<file path="src/rtl/user_io_debounce.sv">
// rtl/user_io_debounce.sv - synchronizer and counter debounce for 4 pushbuttons and 4 DIP switches
// Channels 3:0 are buttons (press/release pulses), 7:4 are switches (sticky change flag).
module user_io_debounce #(
    parameter int         DB_CYCLES     = 500000,
    parameter int         SYNC_STAGES   = 2,
    parameter int         PB_ACTIVE_LOW = 1,
    parameter logic [3:0] DIPSW_RST     = 4'b0000
) (
    input  logic       clk_clk,
    input  logic       reset_reset,
    input  logic [3:0] pb_raw,
    input  logic [3:0] dipsw_raw,
    output logic [3:0] pb_level,
    output logic [3:0] dipsw_level,
    output logic [3:0] pb_press,
    output logic [3:0] pb_release,
    output logic       dipsw_changed,
    input  logic       dipsw_changed_clr
);

    localparam int             CNT_W      = (DB_CYCLES > 1) ? $clog2(DB_CYCLES) : 1;
    localparam logic [CNT_W-1:0] CNT_LAST = CNT_W'(DB_CYCLES - 1);
    localparam logic           PB_REL     = (PB_ACTIVE_LOW != 0);
    localparam logic           PB_PRESSED = ~PB_REL;
    localparam logic [7:0]     RST_LEVEL  = {DIPSW_RST, {4{PB_REL}}};

    logic [7:0]       sync_q [SYNC_STAGES];
    logic [7:0]       sync;
    logic [7:0]       stable_q, stable_d;
    logic [CNT_W-1:0] cnt_q [8];
    logic [CNT_W-1:0] cnt_d [8];
    logic [7:0]       accept;
    logic [3:0]       press_q, press_d;
    logic [3:0]       release_q, release_d;
    logic             changed_q, changed_d;

    assign sync = sync_q[SYNC_STAGES-1];

    // Sync flops reset to the idle level so release of reset never looks like an edge.
    always_ff @(posedge clk_clk) begin
        if (reset_reset) begin
            for (int i = 0; i < SYNC_STAGES; i++) begin
                sync_q[i] <= RST_LEVEL;
            end
        end else begin
            sync_q[0] <= {dipsw_raw, pb_raw};
            for (int i = 1; i < SYNC_STAGES; i++) begin
                sync_q[i] <= sync_q[i-1];
            end
        end
    end

    always_comb begin
        stable_d = stable_q;
        accept   = 8'h00;
        for (int ch = 0; ch < 8; ch++) begin
            cnt_d[ch] = cnt_q[ch];
            if (sync[ch] == stable_q[ch]) begin
                cnt_d[ch] = '0;
            end else if (cnt_q[ch] == CNT_LAST) begin
                accept[ch]   = 1'b1;
                stable_d[ch] = sync[ch];
                cnt_d[ch]    = '0;
            end else begin
                cnt_d[ch] = cnt_q[ch] + 1'b1;
            end
        end
    end

    always_comb begin
        press_d   = accept[3:0] & (PB_PRESSED ? sync[3:0] : ~sync[3:0]);
        release_d = accept[3:0] & (PB_PRESSED ? ~sync[3:0] : sync[3:0]);
        // A new switch accept beats a simultaneous clear.
        changed_d = (changed_q & ~dipsw_changed_clr) | (|accept[7:4]);
    end

    always_ff @(posedge clk_clk) begin
        if (reset_reset) begin
            stable_q  <= RST_LEVEL;
            press_q   <= 4'h0;
            release_q <= 4'h0;
            changed_q <= 1'b0;
            for (int ch = 0; ch < 8; ch++) begin
                cnt_q[ch] <= '0;
            end
        end else begin
            stable_q  <= stable_d;
            press_q   <= press_d;
            release_q <= release_d;
            changed_q <= changed_d;
            for (int ch = 0; ch < 8; ch++) begin
                cnt_q[ch] <= cnt_d[ch];
            end
        end
    end

    assign pb_level      = stable_q[3:0];
    assign dipsw_level   = stable_q[7:4];
    assign pb_press      = press_q;
    assign pb_release    = release_q;
    assign dipsw_changed = changed_q;

endmodule

</file>
<file path="config.mk">
export PLATFORM = sky130hd
export DESIGN_NAME = user_io_debounce
export DESIGN_NICKNAME = d
export VERILOG_FILES = /design/src/rtl/user_io_debounce.sv
export SDC_FILE = /design/constraint.sdc
export NUM_CORES = 1
export LEC_CHECK = 0
export ABC_AREA = 1
export BUFFER_PORTS_ARGS = -buffer_cell sky130_fd_sc_hd__buf_4
export CAP_MARGIN = 30
export CORE_MARGIN = 5
export CORE_UTILIZATION = 46
export CTS_BUF_LIST = sky130_fd_sc_hd__clkbuf_4 sky130_fd_sc_hd__clkbuf_8
export CTS_CLUSTER_SIZE = 24
export DETAILED_ROUTE_END_ITERATION = 10
export SYNTH_ARGS = -nofsm -noshare
export SYNTH_HDL_FRONTEND = slang
export SYNTH_SLANG_ARGS = --single-unit
</file>
<file path="constraint.sdc">
create_clock -name clk_clk -period 2.9 [get_ports clk_clk]
set_input_delay 0.58 -clock clk_clk [delete_from_list [all_inputs] [get_ports clk_clk]]
set_output_delay 0.58 -clock clk_clk [all_outputs]
set_load 0.01 [all_outputs]
</file>
==> metrics.cfg <==
[setup_path]
crit_path_start_kind=flop
critPathMaxFanout=17
critPathCaptureType=flop
critical_path_class=flop to flop
worst-endpoint-required_ns=3.25
worst_ep_arrival_time_ns=2.09

[worst_hold_path]
hold_path_class=input port to flop

[synth]
synthTopCellsByArea=dfxtp_1, nand2_1, nor2_1
yosysUniqueCellTypes=42
synthArstFlopShare=0
synth_edf_count=0
syn-num-nets=1231
synthTopCellsByCount=nand2_1, nor2_1, dfxtp_1
syn_area_per_cell_sq_um=7.32
yosysMostFrequentCell=nand2_1
muxShareOfSynthArea=0
yosysSeqAreaShare=0.418
synth_cells=1212
synthAdderAreaFrac=0.0113
yosys_warnings=0
synth_top_family_by_area=simple AND/OR/NAND/NOR gates
synth_ff_type=dfxtp_1
yosys.area_share.simple=0.381
synth_top_area_cell=dfxtp_1
synth_compound_area_frac=0.0412
synth_area_sq_um=8870
ys_seq_elements=185
synth_xor_area_frac=0.0662
synth_top_area_frac=0.418

[cts]
cts_resized=0
htreeDepth=4
cts_setup_buffers=0
cts_made_buffers=17
clk_pin_slew_ns=0.09
clk_path_buf_depth=2
tritoncts=yes
holdBufCountCts=0
root_buffer=clkbuf_8
clk_latency_ns=0.45
clock_sinks=185

[final_layout]
drive_gt1_frac=0.121
syn_to_final_growth_pct=8.94
antennaDiodeCount=0
fillCellCount=1866
nNetsFinal=1266
finalNonFillerCells=1520

[route]
top_layer=met4
drt-total-wl_microns=16800
routed_via_density=4.71
via_count=7159
ant_nets=0
drt-met1-wl_microns=8400
wl_met2_microns=7760
drc=0
drt_iter0_markers=282
wl_met3_microns=488
routedWlPerCell_microns=11.0
first_pass_iters=5

[timing]
period_share=0.601
fmaxAchievable_mhz=574
slew_viol_final=0
rsz0062_at_grt=false
final.setup.tns_ns=0
slew_headroom=0.722
setup_viol=0
worstMarginPinSlew_ns=0.416
skew_ns=0.0150
period_minus_slack_ns=1.74
hold_viol=0
fin_ws_ns=1.16

[power]
p_per_area_nw_per_um2=443
peakVddDrop_mv=0.263
leakage_uw=0.00325

[grt]
grt_pass1_vias=6599
grt_use_total=0.157
antenna_found_initial=0
grt_pass1_wl_microns=29300
grt_max_degree=31
grt_overflow=0

[placement]
dp.cells=1488
port_buffers=27
place_congestion=0.833
post-place-ws_ns=0.943
dp_hpwl_microns=12200

[floorplanning]
die_w_microns=149
die_area_sq_um=22200
start_util=0.471
core_area_sq_um=18800
num_rows=50
pin_count=28
die_h_microns=149

[flow_run]
cap_violations=0

[outcome]
status=complete, no violations

[area by class of cell]
cell class                      count  area [sq um]  share of cell area
Multi-Input combinational cell    850          4430               0.458
Sequential cell                   185          3700               0.383
Inverter                          166           623              0.0645
Tap cell                          260           325              0.0337
Clock buffer                       18           241              0.0250
Timing Repair Buffer               27           203              0.0210
Clock inverter                     14           139              0.0144
[routing by layer]
| layer | GRT usage | vias up |
|---|---|---|
| li1 | - | 3911 |
| met1 | 0.208 | 3166 |
| met2 | 0.259 | 75 |
| met3 | 0.0359 | 7 |
| met4 | 0.0398 | 0 |
| met5 | 0 | - |
[cells by family (layout without fill, tap and decap cells)]
group                      Yosys count  count (layout)
AOI/OAI and AO/OA                   68              68
DFF                                185             185
xor gates and xnor gates            67              67
adders and majority gates            8               8
buffers and inverters              177             225
and+or+nand+nor                    707             707
[report_power, final]
| group | internal [uW] | total [uW] | switching [uW] |
|---|---|---|---|
| Combinational | 22.0 | 64.7 | 42.8 |
| Clock | 709 | 1660 | 947 |
| Sequential | 2550 | 2560 | 7.74 |
| Total | 3280 | 4280 | 998 |
[stage by stage]
stage          power [uW]  hold slack, ns  area, sq um   util
6_report             4280           0.307         9660  0.513
5_1_grt              4470           0.269         9660  0.513
4_1_cts              4350           0.272         9660  0.513
3_5_place_dp         2690           0.393         9280  0.493
3_3_place_gp         2680           0.391         9280  0.493
2_1_floorplan        2670           0.388         8870      -
[worst paths after layout]
kind                        end  cells past startpoint    startpoint  slack, ns
setup / recovery   cnt_q[1][73]                      8  cnt_q[1][57]       1.16
hold / removal     sync_q[0][1]                      2     pb_raw[1]       0.31
setup reg to reg   cnt_q[1][73]                      8  cnt_q[1][57]       1.16
hold reg to reg   sync_q[0][12]                      2  sync_q[0][4]       0.41
[worst max-delay path: stages (launching register included)]
cell	delay, ns
dfxtp_1	0.46
ha_1	0.27
nand3_4	0.13
nor3_4	0.26
nand2_2	0.10
nand3_4	0.23
inv_2	0.08
nand3_1	0.07
inv_1	0.04
[flip-flops by register name, indices dropped and copies added (netlist names)]
register and count:
cnt_q 152, sync_q 16, stable_q 8, pb_press 4, pb_release 4, dipsw_changed 1
[cells in the final DEF, fill, tap and decap left out, types with 12 or more instances in the layout]
master	netlist	final
nand4_1	36	36
nor2_1	208	208
dfxtp_1	185	185
o21ai_0	12	12
buf_4	2	27
nor2_2	29	29
xor2_1	52	52
clkbuf_8	0	17
or2_2	12	12
nand3_1	68	68
inv_1	159	159
nor3_1	66	66
nand2_2	14	14
a21oi_1	41	41
nand2_1	222	222
xnor2_1	15	15
Note: power is estimated with default switching activity, not from simulation.
